[config.mk]
export PLATFORM = sky130hd
export DESIGN_NAME = alu_flag_unit
export DESIGN_NICKNAME = d
export VERILOG_FILES = /design/src/rtl/alu_flag_unit.sv
export SDC_FILE = /design/constraint.sdc
export NUM_CORES = 1
export LEC_CHECK = 0
export CAP_MARGIN = 10
export CORE_MARGIN = 10
export CORE_UTILIZATION = 47
export CTS_BUF_LIST = sky130_fd_sc_hd__clkbuf_8
export CTS_CLUSTER_DIAMETER = 80
export CTS_CLUSTER_SIZE = 28
export DETAILED_ROUTE_END_ITERATION = 8
export PLACE_DENSITY = 0.93
export SETUP_SLACK_MARGIN = 0.1
export SLEW_MARGIN = 20
export SYNTH_ARGS = -nofsm -noshare
export SYNTH_HDL_FRONTEND = slang
export SYNTH_SLANG_ARGS = --single-unit
[constraint.sdc]
create_clock -name clk -period 4.3 [get_ports clk]
set_clock_uncertainty 0.2 [all_clocks]
set_input_delay 0.86 -clock clk [delete_from_list [all_inputs] [get_ports clk]]
set_output_delay 0.86 -clock clk [all_outputs]
set_load 0.01 [all_outputs]
[src/rtl/alu_flag_unit.sv]
// rtl/alu_flag_unit.sv - N/Z/V flag register, branch resolver and saturating overflow counter
// Optional FLAG_BYPASS_EN: same-cycle branches see the flags written by the retiring ALU op.
module alu_flag_unit #(
  parameter int DATA_W = 16,
  parameter int CNT_W  = 8
) (
  input  logic              clk,
  input  logic              rst_n,
  input  logic              i_alu_valid,
  input  logic [2:0]        i_alu_opcode,
  input  logic [DATA_W-1:0] i_alu_result,
  input  logic              i_alu_ovfl,
  input  logic              i_stall,
  input  logic              i_br_valid,
  input  logic [2:0]        i_br_ccc,
  output logic              o_br_done,
  output logic              o_br_taken,
  output logic              o_flag_n,
  output logic              o_flag_z,
  output logic              o_flag_v,
  output logic [CNT_W-1:0]  o_ovfl_cnt
);

  typedef enum logic {S_IDLE = 1'b0, S_RESOLVE = 1'b1} state_t;

  state_t             r_state, w_state_nxt;
  logic               r_flag_n, r_flag_z, r_flag_v;
  logic [CNT_W-1:0]   r_ovfl_cnt;
  logic [2:0]         r_ccc;
  logic               r_smp_n, r_smp_z, r_smp_v;
  logic               r_br_taken;
  logic               w_upd_nzv, w_upd_z;
  logic               w_n_nxt, w_z_nxt, w_v_nxt;
  logic               w_smp_n, w_smp_z, w_smp_v;
  logic               w_br_accept, w_br_done, w_br_taken, w_eval;

  // ADD/SUB write all three flags; logical/shift ops write Z only; RED/PADDSB write nothing
  always_comb begin
    w_upd_nzv = 1'b0;
    w_upd_z   = 1'b0;
    if (i_alu_valid && !i_stall) begin
      w_upd_nzv = (i_alu_opcode == 3'b000) || (i_alu_opcode == 3'b001);
      w_upd_z   = w_upd_nzv || (i_alu_opcode inside {3'b011, 3'b100, 3'b101, 3'b110});
    end
  end

  assign w_n_nxt = w_upd_nzv ? i_alu_result[DATA_W-1] : r_flag_n;
  assign w_z_nxt = w_upd_z   ? (i_alu_result == '0)   : r_flag_z;
  assign w_v_nxt = w_upd_nzv ? i_alu_ovfl             : r_flag_v;

`ifdef FLAG_BYPASS_EN
  assign w_smp_n = w_n_nxt;
  assign w_smp_z = w_z_nxt;
  assign w_smp_v = w_v_nxt;
`else
  assign w_smp_n = r_flag_n;
  assign w_smp_z = r_flag_z;
  assign w_smp_v = r_flag_v;
`endif

  assign w_br_accept = i_br_valid && !i_stall;

  always_ff @(posedge clk or negedge rst_n) begin
    if (!rst_n) begin
      r_flag_n   <= 1'b0;
      r_flag_z   <= 1'b0;
      r_flag_v   <= 1'b0;
      r_ovfl_cnt <= '0;
    end else begin
      r_flag_n <= w_n_nxt;
      r_flag_z <= w_z_nxt;
      r_flag_v <= w_v_nxt;
      if (w_upd_nzv && i_alu_ovfl && (r_ovfl_cnt != '1))
        r_ovfl_cnt <= r_ovfl_cnt + {{(CNT_W-1){1'b0}}, 1'b1};
    end
  end

  always_ff @(posedge clk or negedge rst_n) begin
    if (!rst_n) begin
      r_state    <= S_IDLE;
      r_ccc      <= 3'b000;
      r_smp_n    <= 1'b0;
      r_smp_z    <= 1'b0;
      r_smp_v    <= 1'b0;
      r_br_taken <= 1'b0;
    end else begin
      r_state <= w_state_nxt;
      if (w_br_accept) begin
        r_ccc   <= i_br_ccc;
        r_smp_n <= w_smp_n;
        r_smp_z <= w_smp_z;
        r_smp_v <= w_smp_v;
      end
      if (w_br_done)
        r_br_taken <= w_eval;
    end
  end

  always_comb begin
    w_state_nxt = r_state;
    case (r_state)
      S_IDLE:    if (w_br_accept) w_state_nxt = S_RESOLVE;
      S_RESOLVE: if (!i_stall)    w_state_nxt = i_br_valid ? S_RESOLVE : S_IDLE;
      default:   w_state_nxt = S_IDLE;
    endcase
  end

  always_comb begin
    w_eval = 1'b0;
    case (r_ccc)
      3'b000:  w_eval = !r_smp_z;
      3'b001:  w_eval = r_smp_z;
      3'b010:  w_eval = !r_smp_z && !r_smp_n;
      3'b011:  w_eval = r_smp_n;
      3'b100:  w_eval = r_smp_z || !r_smp_n;
      3'b101:  w_eval = r_smp_n || r_smp_z;
      3'b110:  w_eval = r_smp_v;
      default: w_eval = 1'b1;
    endcase
  end

  // Taken is shown live during the done pulse and held from the register afterwards
  always_comb begin
    w_br_done  = (r_state == S_RESOLVE) && !i_stall;
    w_br_taken = w_br_done ? w_eval : r_br_taken;
  end

  assign o_br_done  = w_br_done;
  assign o_br_taken = w_br_taken;
  assign o_flag_n   = r_flag_n;
  assign o_flag_z   = r_flag_z;
  assign o_flag_v   = r_flag_v;
  assign o_ovfl_cnt = r_ovfl_cnt;

endmodule

==> metrics.csv, run 1 <==
metric;value;unit
Worst Setup SP;i_stall;
drt drc;0;
leakage power;0.5921;nW
Std-Cell Core Area;1962;sq um
pin count of the biggest net entering global routing;20;
number of antenna violations at the first check in global routing;0;
cell count after synthesis;92;
# H-tree levels;1;
class of the most critical hold timing path;flip-flop to flip-flop;
via count of the first global-routing pass;919;
Setup TNS Final;0;ns
fraction of layout instances using a drive strength above 1;0.1185;
Netlist Area Pre-Place;975.9;sq um
Setup Buffers After CTS;0;
post-cts resize count;0;
Worst setup endpoint;o_br_taken;
crit path setup slack, layout;0.7253;ns
Synth area leaders;dfrtp_1 (49%), mux2_2 (10%), nand2_1 (5.4%);
critical path data arrival time;2.51;ns
clock tree buffer depth;2;
total wire length;2.594;mm
placer's final routability congestion estimate;0.7319;
clock-pin transition on the worst setup and hold timing paths;0.07;ns
Seq pwr share;0.473;
global-route usage over all layers;0.1298;
count of hold-fix buffers inserted at cts;0;
clk root buf;clkbuf_8;
Ant. Diodes;0;
Clock Power Share;0.242;
total die area;4299;sq um
post-layout net count;165;
proportion of power drawn by combinational gates;0.285;
cell internal power dissipation;0.0003603;W
vias per inst;5.370;
maximum clock frequency;279.7;MHz
Max Slew Vio Count;0;
Switching Fraction;0.2760;
sink count of the clock tree;19;
y dimension of the die;65.57;um
kind of start point of the critical path;input port;
TritonCTS buffer count;3;
detailed-routing iteration count for the pre-antenna-repair pass;4;
Max-cap violations;0;
highest net fanout along the worst path;6;
logic depth of the worst register-to-register path;4;
post-synth top area share;0.4872;
first-pass GRT wire length;4.374;mm
net switching power of the design;0.0001373;W
dpl hpwl;2.147;mm
number of DRC markers after the initial detailed-route iteration;40;
synthesized area per cell;10.61;sq um
status;complete, no violations;
Crit path required time;3.24;ns
# rows;16;
number of warning messages in the yosys log;0;
Slew @ Worst Pin;0.8278;ns
residual antenna-violating net count after detailed routing;0;
total overflow reported by the global router;0;
sequential element share of the synthesized area;0.4872;
area leader, netlist;dfrtp_1;
clock network latency to the later pin of the worst-skew pair;0.25;ns
setup slack of the worst register-to-register path;2.51;ns
register bit total from synthesis;19;
final number of hold-violating endpoints;0;
net count after synthesis;121;
critical path start-end classification;input port to output port;
Peak supply drop;0.4077;mV
beginning of the worst register-to-register path;o_ovfl_cnt[0];
WL/cell;16.01;um
CTS tree;yes;
worst rel slew slack;0.4464;
PwrDens;342.3;nW/um^2
vias post-DR;870;
Critical Path End Type;output port;
IO buf count;40;
RSZ-0062 raised after global routing;no;
Yosys cell types;29;
setup violation total in the final timing report;0;
relative area change from synthesis to final layout;48.97;%
I/O pin count;41;
worst flop-to-flop path endpoint;o_ovfl_cnt[1];
Final period util;0.8313;
Starting Density;0.4974;
Die Span X;65.57;um
pre-CTS setup slack;0.7158;ns
Tmin final;3.575;ns
metrics by stage:
stage	hold WS, ns	area, sq um	total power (W)	utilization	std cells
2_1_floorplan	0.2548	975.9	0.0002965	-	92
3_3_place_gp	0.2587	1409	0.0003755	0.7181	158
3_5_place_dp	0.2874	1409	0.0003816	0.7181	158
5_1_grt	0.3299	1454	0.0005230	0.7411	162
4_1_cts	0.3025	1454	0.0005032	0.7411	162
6_report	0.3060	1454	0.0004977	0.7411	162
metal layers:
metal | global-route usage | routed length, um
met3 | 0.05593 | 161
met2 | 0.2171 | 1350
met4 | 0.06417 | 53
met1 | 0.1368 | 1029
met5 | 0 | 0
worst max-delay path, stage by stage:
cell	delay, ns
clkdlybuf4s50_1	0.49
nand2b_1	0.22
o31ai_1	0.35
clkdlybuf4s50_1	0.60
worst min path at each step:
stage                          start    endpoint  slack (ns)  cells past startpoint
final                      flip-flop   flip-flop        0.31                      1
after CTS                  flip-flop   flip-flop        0.30                      1
after detailed placement   flip-flop   flip-flop        0.29                      1
after global routing      r_br_taken  r_br_taken        0.33                      2
after global placement    r_br_taken  r_br_taken        0.26                      2
after floorplan            flip-flop   flip-flop        0.25                      1
layout make-up:
cell class / instances / area [sq um]
timing repair buffer: 41 / 407.9
inverter: 5 / 18.77
multi-input combinational: 66 / 473.0
sequential: 19 / 475.5
fill: 150 / 508.0
clock inverter: 1 / 3.754
tap: 27 / 33.78
clock buffer: 3 / 41.29
power groups by stage:
stage | sequential, W | clock [W] | combinational [W]
after floorplan | 0.000241 | 0 | 0.0000556
after global placement | 0.000237 | 0 | 0.000139
after detailed placement | 0.000238 | 0 | 0.000144
after CTS | 0.000235 | 0.000124 | 0.000144
after global routing | 0.000240 | 0.000128 | 0.000156
final | 0.000235 | 0.000120 | 0.000142
synth_stat cells:
library cell and count:
mux2_2 9, nand2b_1 3, nand3_1 4, clkbuf_1 1
a211oi_1 1, a311oi_1 1, xnor2_1 2, or3b_2 1
a21oi_1 1, buf_2 1, mux2i_1 3, nor2b_1 1
nand4_1 3, inv_1 5, a21o_1 1, nor4b_1 2
ha_1 1, o211ai_1 1, a31o_2 1, nor4_1 4
mux2_1 2, o21ai_0 3, o31ai_1 1, nand2_1 14
nor4_4 1, nor2_1 2, dfrtp_1 19, nor3_1 3
or4b_1 1
cell families after synthesis:
kind of cell,share of synthesized area
xor+xnor,0.01795
simple gates,0.2269
compound gates,0.06924
buf+inv,0.02820
flops,0.4872
mux,0.1577
fa+ha+maj,0.01282
layout by cell type, fill, tap and decap left out, types with 3 or more instances in the layout:
cell and n:
clkbuf_8 3, clkdlybuf4s50_1 40, dfrtp_1 19, inv_1 6
mux2_2 9, mux2i_1 3, nand2_1 14, nand2b_1 3
nand3_1 4, nand4_1 3, nor3_1 3, nor4_1 4
o21ai_0 3
state kept, by name, indices dropped and copies added, names as in the netlist, named ones only:
signal      cells
r_ccc           3
o_flag_z        1
r_smp_z         1
o_flag_n        1
r_smp_n         1
r_smp_v         1
r_br_taken      1
o_flag_v        1
o_ovfl_cnt      8
Power figures use the tool's default switching activity.
==> run 2, diff against run 1 <==
- CORE_UTILIZATION: 47 -> 43
- PLACE_DENSITY: 0.93 -> 0.87
- clock period: 4.3 -> 3.65 ns (I/O delays scaled with it)
==> run 2 against run 1 <==
Net effect: via count down 1.6%; critical path depth unchanged; highest routed layer unchanged; sequential cell count unchanged; final cell count unchanged; routed wire length down 4.3%; critical path type unchanged; hold slack worse by 0.0086 ns; total power up 18%; clock power up 19%; global-route usage down 1.6 points; design area down 0.34%; non-clock buffer count down 1.
==> metrics.csv, run 2 (synthesis gave the netlist of run 1 again) <==
metric;value;unit;change
status;complete, no violations;;unchanged
Std-Cell Core Area;2191;sq um;was 1962 sq um
via count of the first global-routing pass;851;;was 919
TritonCTS buffer count;3;;unchanged
number of DRC markers after the initial detailed-route iteration;31;;was 40
Ant. Diodes;0;;unchanged
most common cell after layout, fill and taps aside;clkdlybuf4s50_1;;unchanged
Final period util;0.8989;;
total overflow reported by the global router;0;;unchanged
y dimension of the die;67.64;um;was 65.57 um
Max Slew Vio Count;0;;unchanged
# rows;17;;was 16
final non-filler cell area;1449;sq um;was 1454 sq um
# H-tree levels;1;;unchanged
cell with the largest stage delay on the worst path;clkdlybuf4s50_1;;unchanged
critical path start-end classification;input port to output port;;unchanged
fraction of layout instances using a drive strength above 1;0.1194;;was 0.1185
Worst path top cell family by delay;buffers and inverters;;unchanged
crit path cell chain;clkdlybuf4s50_1 -> nand2b_1 -> o31ai_1 -> clkdlybuf4s50_1;;unchanged
placer's final routability congestion estimate;0.8098;;was 0.7319
worst rel slew slack;0.4540;;was 0.4464
cell type with the highest occurrence count on the critical path;clkdlybuf4s50_1;;unchanged
placed standard-cell area;1403;sq um;was 1409 sq um
filler instances;178;;was 150
IO buf count;40;;unchanged
final number of hold-violating endpoints;0;;unchanged
post-cts resize count;0;;unchanged
Setup Buffers After CTS;0;;unchanged
Peak supply drop;0.3249;mV;was 0.4077 mV
highest net fanout along the worst path;6;;unchanged
final cell count without fillers;162;;unchanged
class of the most critical hold timing path;flip-flop to flip-flop;;unchanged
RSZ-0062 raised after global routing;no;;unchanged
first-pass GRT wire length;4.015;mm;was 4.374 mm
CTS tree;yes;;unchanged
count of hold-fix buffers inserted at cts;0;;unchanged
clk root buf;clkbuf_8;;unchanged
dpl hpwl;2.041;mm;was 2.147 mm
maximum cell stage delay along the critical path;0.60;ns;about the same
Hold Startpoint;r_smp_v;;
Tmin final;3.281;ns;
WL/cell;15.33;um;was 16.01 um
pin count of the biggest net entering global routing;20;;unchanged
sink count of the clock tree;19;;unchanged
dpl cells;158;;unchanged
total wire length;2.483;mm;was 2.594 mm
post-layout net count;164;;was 165
critical path data arrival time;2.35;ns;was 2.51 ns
residual antenna-violating net count after detailed routing;0;;unchanged
number of antenna violations at the first check in global routing;0;;unchanged
Worst Setup SP;i_stall;;unchanged
logic depth of the worst register-to-register path;4;;unchanged
amount of wire on met2 after detailed routing;1.235;mm;was 1.350 mm
relative area change from synthesis to final layout;48.46;%;was 48.97%
I/O pin count;41;;unchanged
kind of start point of the critical path;input port;;unchanged
Crit path required time;2.72;ns;was 3.24 ns
vias per inst;5.284;;was 5.370
M1 WL;955;um;was 1.029 mm
Worst Path Buf+Inv;2;;unchanged
global-route usage over all layers;0.1141;;was 0.1298
leakage power;0.5853;nW;was 0.5921 nW
Setup TNS Final;0;ns;unchanged
maximum clock frequency;304.8;MHz;
PwrDens;404.8;nW/um^2;was 342.3 nW/um^2
worst hold path stage count;1;;unchanged
Starting Density;0.4455;;was 0.4974
drt drc;0;;unchanged
total die area;4575;sq um;was 4299 sq um
clock network latency to the later pin of the worst-skew pair;0.26;ns;was 0.25 ns
topmost layer with routed signal wires;met4;;unchanged
Largest register FFs;8;;unchanged
detailed-routing iteration count for the pre-antenna-repair pass;4;;unchanged
setup violation total in the final timing report;0;;unchanged
vias post-DR;856;;was 870
amount of wire on met3 after detailed routing;254;um;was 161 um
commonest cells after routing, fill and taps aside;clkdlybuf4s50_1 (40), dfrtp_1 (19), nand2_1 (14);;unchanged
Slew @ Worst Pin;0.8165;ns;was 0.8278 ns
clock tree buffer depth;2;;unchanged
clock-pin transition on the worst setup and hold timing paths;0.07;ns;about the same
Total Power;0.0005865;W;was 0.0004977 W
beginning of the worst register-to-register path;o_ovfl_cnt[0];;unchanged
Die Span X;67.64;um;was 65.57 um
Max-cap violations;0;;unchanged
Critical Path End Type;output port;;unchanged
number of stages on the worst setup path;4;;unchanged
==> run 2: cell types whose count changed in the layout (fill, tap and decap cells not counted), sizes merged <==
cell | previous run | this run
buf | 1 | 0
inv | 6 | 5
clkinv | 0 | 1
==> run 2: path summary, 6_finish.rpt <==
path,end,slack [ns]
max in group asynchronous,r_ccc[0],2.00
hold / removal,r_smp_v,0.30
hold reg to reg,r_smp_v,0.30
min in group asynchronous,r_br_taken,0.74
setup reg to reg,o_ovfl_cnt[1],1.83
setup / recovery,o_br_taken,0.37
==> run 2: per-layer routing <==
metal	up-vias	GRT usage
li1	415	-
met1	406	0.1282
met2	30	0.1772
met3	5	0.06116
met4	0	0.04615
met5	-	0
==> run 2: power breakdown <==
group,total (W),internal (W),switching [W]
sequential,0.000278,0.000244,0.0000335
clock,0.000143,0.0000759,0.0000673
combinational,0.000165,0.000105,0.0000603
total,0.000587,0.000425,0.000161
==> run 2: worst reg2reg max path, cell delays in order (launching register included) <==
cell      delay [ns]
dfrtp_1         0.42
ha_1            0.25
nand4_1         0.18
o211ai_1        0.29
mux2_2          0.37
==> run 2: area by class of cell <==
cell class                      count  area, sq um  area share
Clock buffer                        3        41.29     0.02850
Multi-Input combinational cell     66        473.0      0.3264
Clock inverter                      1        5.005    0.003454
Sequential cell                    19        475.5      0.3282
Timing Repair Buffer               40        400.4      0.2763
Inverter                            5        18.77     0.01295
Tap cell                           28        35.03     0.02418
==> run 2: through the flow <==
step / hold slack, ns / utilization / setup slack, ns
floorplan: 0.2344 / - / 1.360
global placement: 0.2584 / 0.6402 / 0.4527
detailed placement: 0.2849 / 0.6402 / 0.3761
CTS: 0.3016 / 0.6613 / 0.3735
global route: 0.3138 / 0.6613 / 0.3140
finish: 0.2974 / 0.6613 / 0.3689
==> run 3, diff against run 2 <==
- CTS_CLUSTER_SIZE: 28 -> not set
==> results of run 3 <==
Final layout, timing and power as in run 2 (identical DEF).
